==> config.mk <==
export PLATFORM = sky130hd
export DESIGN_NAME = qam16_integrate_slicer
export DESIGN_NICKNAME = d
export VERILOG_FILES = /design/src/rtl/qam16_integrate_slicer_pkg.sv /design/src/rtl/qam16_slice4.sv /design/src/rtl/qam16_integrate_slicer.sv
export SDC_FILE = /design/constraint.sdc
export NUM_CORES = 1
export LEC_CHECK = 0
export ABC_CLOCK_PERIOD_IN_PS = 8400
export CAP_MARGIN = 0
export CORE_UTILIZATION = 40
export CTS_BUF_LIST = sky130_fd_sc_hd__clkbuf_8
export CTS_CLUSTER_DIAMETER = 60
export DETAILED_ROUTE_END_ITERATION = 6
export PLACE_DENSITY = 0.63
export SLEW_MARGIN = 5
export SYNTH_ARGS = -nofsm -noshare
export SYNTH_HDL_FRONTEND = slang
export SYNTH_HIERARCHICAL = 1
export SYNTH_SLANG_ARGS = --single-unit
export TNS_END_PERCENT = 20
==> constraint.sdc <==
create_clock -name clk -period 8.4 [get_ports clk]
set_input_delay 1.68 -clock clk [delete_from_list [all_inputs] [get_ports clk]]
set_output_delay 1.68 -clock clk [all_outputs]
set_load 0.005 [all_outputs]
==> src/rtl/qam16_integrate_slicer_pkg.sv <==
// Shared QAM16 level constants and types for the integrate/slice block and
// the de-symbol mapper downstream.
package qam16_integrate_slicer_pkg;

    typedef logic signed [3:0] qam_lvl_t;

    localparam qam_lvl_t QAM_LVL_M3 = 4'sb1101;
    localparam qam_lvl_t QAM_LVL_M1 = 4'sb1111;
    localparam qam_lvl_t QAM_LVL_P1 = 4'sb0001;
    localparam qam_lvl_t QAM_LVL_P3 = 4'sb0011;

endpackage

==> src/rtl/qam16_slice4.sv <==
// Combinational 4-level slicer: compares a symbol sum against +/-thr_i.
// Ties resolve upward except at -thr_i, which stays at -1.
module qam16_slice4
    import qam16_integrate_slicer_pkg::*;
#(
    parameter int W = 10
) (
    input  logic signed [W-1:0] s_i,
    input  logic signed [W-1:0] thr_i,
    output qam_lvl_t            lvl_o
);

    logic signed [W-1:0] neg_thr;

    always_comb begin
        neg_thr = -thr_i;
        if (s_i >= thr_i)       lvl_o = QAM_LVL_P3;
        else if (!s_i[W-1])     lvl_o = QAM_LVL_P1;
        else if (s_i >= neg_thr) lvl_o = QAM_LVL_M1;
        else                    lvl_o = QAM_LVL_M3;
    end

endmodule

==> src/rtl/qam16_integrate_slicer.sv <==
// Integrate-and-dump downsampler with per-rail 4-level slicing for QAM16 RX.
// Define SLICER_ERR_EN to add registered slicer-error outputs err_i/err_q.
module qam16_integrate_slicer
    import qam16_integrate_slicer_pkg::*;
#(
    parameter  int W_IN       = 8,
    parameter  int SPS        = 4,
    parameter  int LEVEL_UNIT = 16,
    localparam int W_ACC      = W_IN + $clog2(SPS)
) (
    input  logic                    clk,
    input  logic                    rst_n,
    input  logic                    in_valid,
    input  logic signed [W_IN-1:0]  i_in,
    input  logic signed [W_IN-1:0]  q_in,
    input  logic                    sym_sync,
    output logic signed [3:0]       i_down,
    output logic signed [3:0]       q_down,
    output logic                    sym_valid
`ifdef SLICER_ERR_EN
    ,
    output logic signed [W_ACC:0]   err_i,
    output logic signed [W_ACC:0]   err_q
`endif
);

    localparam int                    PH_W    = $clog2(SPS);
    localparam logic [PH_W-1:0]       PH_LAST = PH_W'(SPS - 1);
    localparam logic signed [W_ACC-1:0] THR   = W_ACC'(2 * LEVEL_UNIT * SPS);

    logic [PH_W-1:0]          phase_q, phase_d;
    logic signed [W_ACC-1:0]  acc_i_q, acc_i_d, acc_q_q, acc_q_d;
    logic signed [W_ACC-1:0]  smp_i, smp_q, sum_i, sum_q;
    qam_lvl_t                 lvl_i, lvl_q;
    qam_lvl_t                 down_i_q, down_i_d, down_q_q, down_q_d;
    logic                     sv_q, sv_d;
    logic                     dump;

    qam16_slice4 #(.W(W_ACC)) u_slice_i (.s_i(sum_i), .thr_i(THR), .lvl_o(lvl_i));
    qam16_slice4 #(.W(W_ACC)) u_slice_q (.s_i(sum_q), .thr_i(THR), .lvl_o(lvl_q));

    always_comb begin
        smp_i    = W_ACC'(i_in);
        smp_q    = W_ACC'(q_in);
        sum_i    = acc_i_q + smp_i;
        sum_q    = acc_q_q + smp_q;
        phase_d  = phase_q;
        acc_i_d  = acc_i_q;
        acc_q_d  = acc_q_q;
        down_i_d = down_i_q;
        down_q_d = down_q_q;
        sv_d     = 1'b0;
        dump     = 1'b0;
        if (in_valid) begin
            // A sync sample restarts the symbol even on the would-be dump phase.
            if (sym_sync || phase_q == '0) begin
                phase_d = PH_W'(1);
                acc_i_d = smp_i;
                acc_q_d = smp_q;
            end else if (phase_q == PH_LAST) begin
                phase_d  = '0;
                dump     = 1'b1;
                sv_d     = 1'b1;
                down_i_d = lvl_i;
                down_q_d = lvl_q;
            end else begin
                phase_d = phase_q + PH_W'(1);
                acc_i_d = sum_i;
                acc_q_d = sum_q;
            end
        end
    end

    always_ff @(posedge clk or negedge rst_n) begin
        if (!rst_n) begin
            phase_q  <= '0;
            acc_i_q  <= '0;
            acc_q_q  <= '0;
            down_i_q <= QAM_LVL_M3;
            down_q_q <= QAM_LVL_M3;
            sv_q     <= 1'b0;
        end else begin
            phase_q  <= phase_d;
            acc_i_q  <= acc_i_d;
            acc_q_q  <= acc_q_d;
            down_i_q <= down_i_d;
            down_q_q <= down_q_d;
            sv_q     <= sv_d;
        end
    end

    assign i_down    = down_i_q;
    assign q_down    = down_q_q;
    assign sym_valid = sv_q;

`ifdef SLICER_ERR_EN
    localparam logic signed [W_ACC:0] UNIT = (W_ACC+1)'(LEVEL_UNIT * SPS);

    logic signed [W_ACC:0] err_i_q, err_i_d, err_q_q, err_q_d;

    function automatic logic signed [W_ACC:0] lvl_scale(input qam_lvl_t l);
        logic signed [W_ACC:0] l_ext;
        l_ext = (W_ACC+1)'(l);
        return l_ext * UNIT;
    endfunction

    always_comb begin
        err_i_d = err_i_q;
        err_q_d = err_q_q;
        if (dump) begin
            err_i_d = (W_ACC+1)'(sum_i) - lvl_scale(lvl_i);
            err_q_d = (W_ACC+1)'(sum_q) - lvl_scale(lvl_q);
        end
    end

    always_ff @(posedge clk or negedge rst_n) begin
        if (!rst_n) begin
            err_i_q <= '0;
            err_q_q <= '0;
        end else begin
            err_i_q <= err_i_d;
            err_q_q <= err_q_d;
        end
    end

    assign err_i = err_i_q;
    assign err_q = err_q_q;
`endif

endmodule
==> results of run 1 <==
==> worst min-delay path by stage <==
stage | from | end | slack [ns]
floorplan | acc_i_q[2] | acc_i_q[2] | 0.45
global placement | acc_i_q[2] | acc_i_q[2] | 0.47
detailed placement | acc_i_q[2] | acc_i_q[2] | 0.47
CTS | acc_i_q[2] | acc_i_q[2] | 0.49
global route | acc_i_q[2] | acc_i_q[2] | 0.50
finish | acc_i_q[2] | acc_i_q[2] | 0.48
==> sequential cells by signal (all words and copies together), names as in the netlist <==
register	count
acc_q_q	10
phase_q	2
i_down	4
q_down	4
sym_valid	1
acc_i_q	10
==> kinds of logic (layout without fill, tap and decap cells) <==
family	Yosys count	after routing	synth area share, %
flops	31	31	21.9
simple gates	125	125	19.2
mux	20	20	5.95
other cells	4	62	0.420
buf+inv	56	79	6.47
xor+xnor	30	30	7.77
fa+ha+maj	62	62	22.1
compound gates	89	89	16.2
==> power by group through the flow <==
stage	logic, W	clock network (W)	registers (W)
floorplan	0.000479	0	0.000222
global route	0.000724	0.000167	0.000229
detailed placement	0.000624	0	0.000226
global placement	0.000610	0	0.000224
CTS	0.000628	0.000160	0.000224
finish	0.000627	0.000155	0.000223
==> worst reg2reg max path: cells and delay by family, from the launching register on <==
| kind | cells | cell delay (ns) |
|---|---|---|
| AOI/OAI and AO/OA | 5 | 0.88 |
| adders and majority gates | 3 | 0.84 |
| and+or+nand+nor | 4 | 0.58 |
| DFF | 1 | 0.35 |
| muxes | 1 | 0.29 |
| xor gates and xnor gates | 1 | 0.22 |
| buffers and inverters | 1 | 0.05 |
==> cell usage after synthesis, types with 3 or more instances <==
master | instances | area (µm²)
dfrtp_1 | 25 | 626
ha_1 | 60 | 751
nor2_1 | 21 | 78.8
nand3_1 | 12 | 60.1
inv_1 | 38 | 143
nand2_1 | 42 | 158
buf_4 | 4 | 30.0
clkbuf_1 | 7 | 26.3
a21oi_1 | 22 | 110
o31ai_1 | 6 | 45.0
and2b_1 | 3 | 22.5
a21oi_2 | 3 | 26.3
a211oi_1 | 6 | 45.0
o21ai_1 | 3 | 15.0
o21ai_0 | 19 | 95.1
mux2i_1 | 10 | 100
and4_1 | 4 | 35.0
nand4_1 | 10 | 62.6
dfstp_2 | 6 | 158
nor4_1 | 4 | 25.0
nand3_2 | 4 | 40.0
buf_2 | 4 | 20.0
nand2b_1 | 4 | 25.0
a311oi_1 | 4 | 35.0
xnor2_1 | 20 | 175
xor2_1 | 8 | 70.1
a21o_1 | 18 | 135
mux2_2 | 10 | 113
conb_1 | 4 | 15.0
==> stage by stage <==
stage	hold slack [ns]	std cells	worst slack, ns	instance area [µm²]
floorplan	0.453	475	4.01	3790
global placement	0.467	598	3.32	4150
detailed placement	0.471	598	3.22	4150
CTS	0.487	606	3.53	4270
global route	0.497	606	3.22	4270
finish	0.485	606	3.54	4270
==> metal layers <==
metal	share of wire, %	global-route usage (%)
met2	52	32.9
met3	1.7	2.19
met5	0	0
met4	2.4	6.99
met1	44	20.6
==> cell type report <==
type | instances | area [µm²]
Timing Repair Buffer | 31 | 303
Fill cell | 864 | 4410
Multi-Input combinational cell | 388 | 2780
Inverter | 40 | 150
Tap cell | 108 | 135
Clock buffer | 6 | 82.6
Clock inverter | 2 | 35.0
Sequential cell | 31 | 783
==> metrics, run 1 <==
Switching Fraction=a little over two fifths; Pre-antenna DRT Iters=5; Synth cell types=50; Final setup viols=0; Mapped Cells=between 400 and 500; Peak Freq=206 MHz; Crit path largest cell delay=approximately 0.5 ns; Cells on Worst Hold Path=1; critical path required time=roughly 8.6 ns; via count=2983; Seq/Total Area, Yosys=between 20% and 30%; post-detail-place hpwl=5.94 mm; Fin Setup TNS=0 ns; R2R Path End=i_down[1]; CP Data Arrival Time=5.03 ns; ys async rst share=100%; crit path cell chain=clkdlybuf4s50_1 > ha_1 > inv_1 > fa_1 > nor2b_1 > o21ai_1 > a21o_1 > a21oi_2 > nor2_1 > xnor2_1 > ha_1 > and4_1 > and2_0 > a222oi_1 > o21ai_1 > mux2_2; chip height=roughly 97 µm; Sink Count=31; worst r2r src=acc_i_q[0]; CP Capture Type=flop; Syn Std Cell Area=3580 µm²; period utilization=between 50% and 60%; largest net degree at the start of global routing=32; Via density=4.92; worst setup path endpoint=i_down[1]; Net Sw Power=~0.00042 W; CTS tree=yes; Clock Skew=0.00518 ns; Top FF cell, synth=dfrtp_1; core area=8680 µm²; Buf/Inv on CP=2; CP delay by family, top=compound AO/OA/AOI/OAI gates; RSZ-0062 raised after global routing=no; #FFs+latches synth=31; worst skew pair latency=around 0.28 ns; clock power share=about 15%; total track usage=approximately 18%; leakage=2.06 nW; Routed wire per std cell=~12 µm; final WL=7.23 mm; PostCTS Resize Cnt=0; Hold Crit Class=reg2reg; port bufs=28; Net count, final=579; share of post-route cells with drive strength above 1=9.04%; max-cap violations=0; Crit Path Class=in2reg; Pwr Total=0.00101 W; commonest non-fill, non-tap cell in the layout=conb_1; Int Pwr=0.000582 W; CP max stage cell=clkdlybuf4s50_1; IR drop worst, VDD=about 0.000087 V; CTS Hold Bufs=0; gr ovfl total=0; number of synthesized flops with an enable pin=0; total die area=around 9300 µm²; Critical path origin=i_in[0]; GPL Wtd Cong=0.840; synthesized area per cell=8.58 µm²; Logic pwr share=roughly 62%; R2R Setup Slk=5.08 ns; antenna cells=0; Final Max Slew Viols=0; CTS root buf=clkbuf_8; initial antenna violation count=0; Synth Warn #=6; synth-to-layout area growth=19.3%; initial core utilization=41.2%; fin util=49.2%; sequential share of power=22.2%; postcts setup bufs=0; # H-tree levels=2; number of global-route vias before repair=2927; clock transition at the registers of the reported paths=about 0.070 ns; most frequent cells in the layout=conb_1 (62), ha_1 (60), nand2_1 (42), inv_1 (38), clkdlybuf4s50_1 (28); crit path max fanout=3; Startpoint Class=input port; Routed Antenna Nets=0; WP depth=16; R2R cell count=15; DRT iter0 DRCs=between 90 and 100; first-pass GRT wire length=12.8 mm; IO Count=29; CTS buffer count=5; Hold Violations, Final=0; DRC viols=0; clk buf depth=2; Die X=96.6 µm; status=completed; PD cells=approximately 240 nW/µm²; min Tclk post-route=4.86 ns; row count=34
Note: power is estimated with default switching activity, not from simulation.
==> run 2, diff against run 1 <==
ABC_CLOCK_PERIOD_IN_PS = 4600   (was 8400)
clock period = 4.6 ns   (was 8.4 ns; I/O delays follow)
==> metrics, run 2 (synthesis results as in run 1) <==
Pre-antenna DRT Iters=5 (unchanged); gr ovfl total=0 (unchanged); via count=3034 (+1.7%); DRT iter0 DRCs=86 (-8.5%); fin util=48.8% (-0.42 points); core area=8680 µm² (unchanged); Fin Setup TNS=0 ns (unchanged); Critical path origin=i_in[0]; clk buf depth=2 (unchanged); period utilization=89.1%; chip height=96.6 µm (unchanged); GR Util met1=20.6% (-0.051 points); Sink Count=31 (unchanged); IO Count=29 (unchanged); met3 Usage GRT=2.19% (unchanged); Final Max Slew Viols=0 (unchanged); R2R Setup Slk=1.27 ns (-3.81 ns); CP Data Arrival Time=4.27 ns (-0.76 ns); first-pass GRT wire length=12.9 mm (+0.59%); clock transition at the registers of the reported paths=0.07 ns (about the same); CTS buffer count=5 (unchanged); Hold Violations, Final=0 (unchanged); sequential share of power=23.1% (+0.9 points); IR drop worst, VDD=0.000145 V (+67%); Net count, final=579 (unchanged); final WL=7.43 mm (+2.7%); CTS root buf=clkbuf_8; worst hold start=acc_q_q[4]; area post-placement=4150 µm² (unchanged); CP Capture Type=flop; row count=34 (unchanged); largest net degree at the start of global routing=32 (unchanged); DRC viols=0 (unchanged); Routed Antenna Nets=0 (unchanged); worst skew pair latency=0.28 ns (about the same); leakage=2.05 nW (-0.52%); worst r2r src=acc_i_q[0]; Die X=96.6 µm (unchanged); Final setup viols=0 (unchanged); commonest non-fill, non-tap cell in the layout=conb_1; Crit Path Class=in2reg; critical path required time=4.77 ns (-3.80 ns); GRT busiest layer=met2; min Tclk post-route=4.10 ns; M2 GR Usage=33.6% (+0.70 points); PostCTS Resize Cnt=0 (unchanged); Hold Slack=0.486 ns (+0.00178 ns); Peak Freq=244 MHz; most frequent cells in the layout=conb_1 (62), ha_1 (60), nand2_1 (42), inv_1 (40), clkdlybuf4s50_1 (28); CTS tree=yes; CTS Hold Bufs=0 (unchanged); RSZ-0062 raised after global routing=no; Via density=5.01 (+1.7%); postcts setup bufs=0 (unchanged); PD cells=416 nW/µm² (+77%); status=completed; initial antenna violation count=0 (unchanged); Logic pwr share=65.2% (+2.8 points); Switching Fraction=43.8% (+1.7 points); synth-to-layout area growth=18.3%; final non-filler cell area=4230 µm² (-0.85%); initial core utilization=41.2% (unchanged); Startpoint Class=input port; post-detail-place hpwl=6.11 mm (+2.9%); antenna cells=0 (unchanged); Cells on Worst Hold Path=2 (+1); total track usage=17.9% (+0.086 points); Clock Skew=0.00188 ns (-0.00331 ns); share of post-route cells with drive strength above 1=8.63% (-0.40 points); Net Sw Power=0.000771 W (+82%); fillers=844 (-2.3%); number of global-route vias before repair=2930 (+0.10%); top flop regs=acc_i_q: 10 flops, acc_q_q: 10 flops; max-cap violations=0 (unchanged); Routed wire per std cell=12.3 µm (+2.7%); port bufs=28 (unchanged); Hold Crit Class=reg2reg; total die area=9320 µm² (unchanged); GPL Wtd Cong=0.822 (-2.2%); clock power share=11.7% (-3.7 points); Int Pwr=0.000991 W (+70%); R2R cell count=15 (unchanged); crit path max fanout=3 (unchanged); # H-tree levels=2 (unchanged)
[run 2: power groups by stage]
stage                     clock (W)  sequential [W]  combinational, W
after floorplan                   0        0.000406          0.000875
after global placement            0        0.000409           0.00111
after detailed placement          0        0.000412           0.00114
after CTS                  0.000214        0.000408           0.00115
after global routing       0.000228        0.000418           0.00132
final                      0.000206        0.000407           0.00115
[run 2: path summary, 6_finish.rpt]
kind | to
hold / removal | acc_q_q[4]
setup reg to reg | i_down[1]
max in group asynchronous | q_down[2]
min in group asynchronous | acc_i_q[0]
hold reg to reg | acc_q_q[4]
setup / recovery | i_down[1]
[run 2: stage by stage]
stage          cells  power (W)  setup slack [ns]
2_1_floorplan    475    0.00128             0.967
3_3_place_gp     598    0.00152             0.271
3_5_place_dp     598    0.00156             0.175
4_1_cts          606    0.00177             0.480
5_1_grt          606    0.00197             0.172
6_report         606    0.00176             0.501
[run 2: routing by layer]
| layer | wire length, µm | vias to the layer above |
|---|---|---|
| met1 | 3220 | 1415 |
| met4 | 112 | 0 |
| li1 | - | 1575 |
| met5 | 0 | - |
| met2 | 3900 | 36 |
| met3 | 194 | 8 |
[run 2: final cells by class]
| cell class | instances | area, µm² | share of cell area, % |
|---|---|---|---|
| Tap cell | 108 | 135 | 3.19 |
| Sequential cell | 31 | 783 | 18.5 |
| Clock buffer | 5 | 68.8 | 1.63 |
| Multi-Input combinational cell | 388 | 2780 | 65.7 |
| Inverter | 40 | 150 | 3.55 |
| Clock inverter | 3 | 12.5 | 0.296 |
| Timing Repair Buffer | 31 | 303 | 7.16 |
[run 2: critical path: stages]
cell and delay (ns):
clkdlybuf4s50_1 0.48, ha_1 0.17, inv_1 0.05, fa_1 0.39
nor2b_1 0.13, o21ai_1 0.10, a21o_1 0.21, a21oi_2 0.17
nor2_1 0.07, xnor2_1 0.21, ha_1 0.29, and4_1 0.22
and2_0 0.16, a222oi_1 0.31, o21ai_1 0.11, mux2_2 0.27
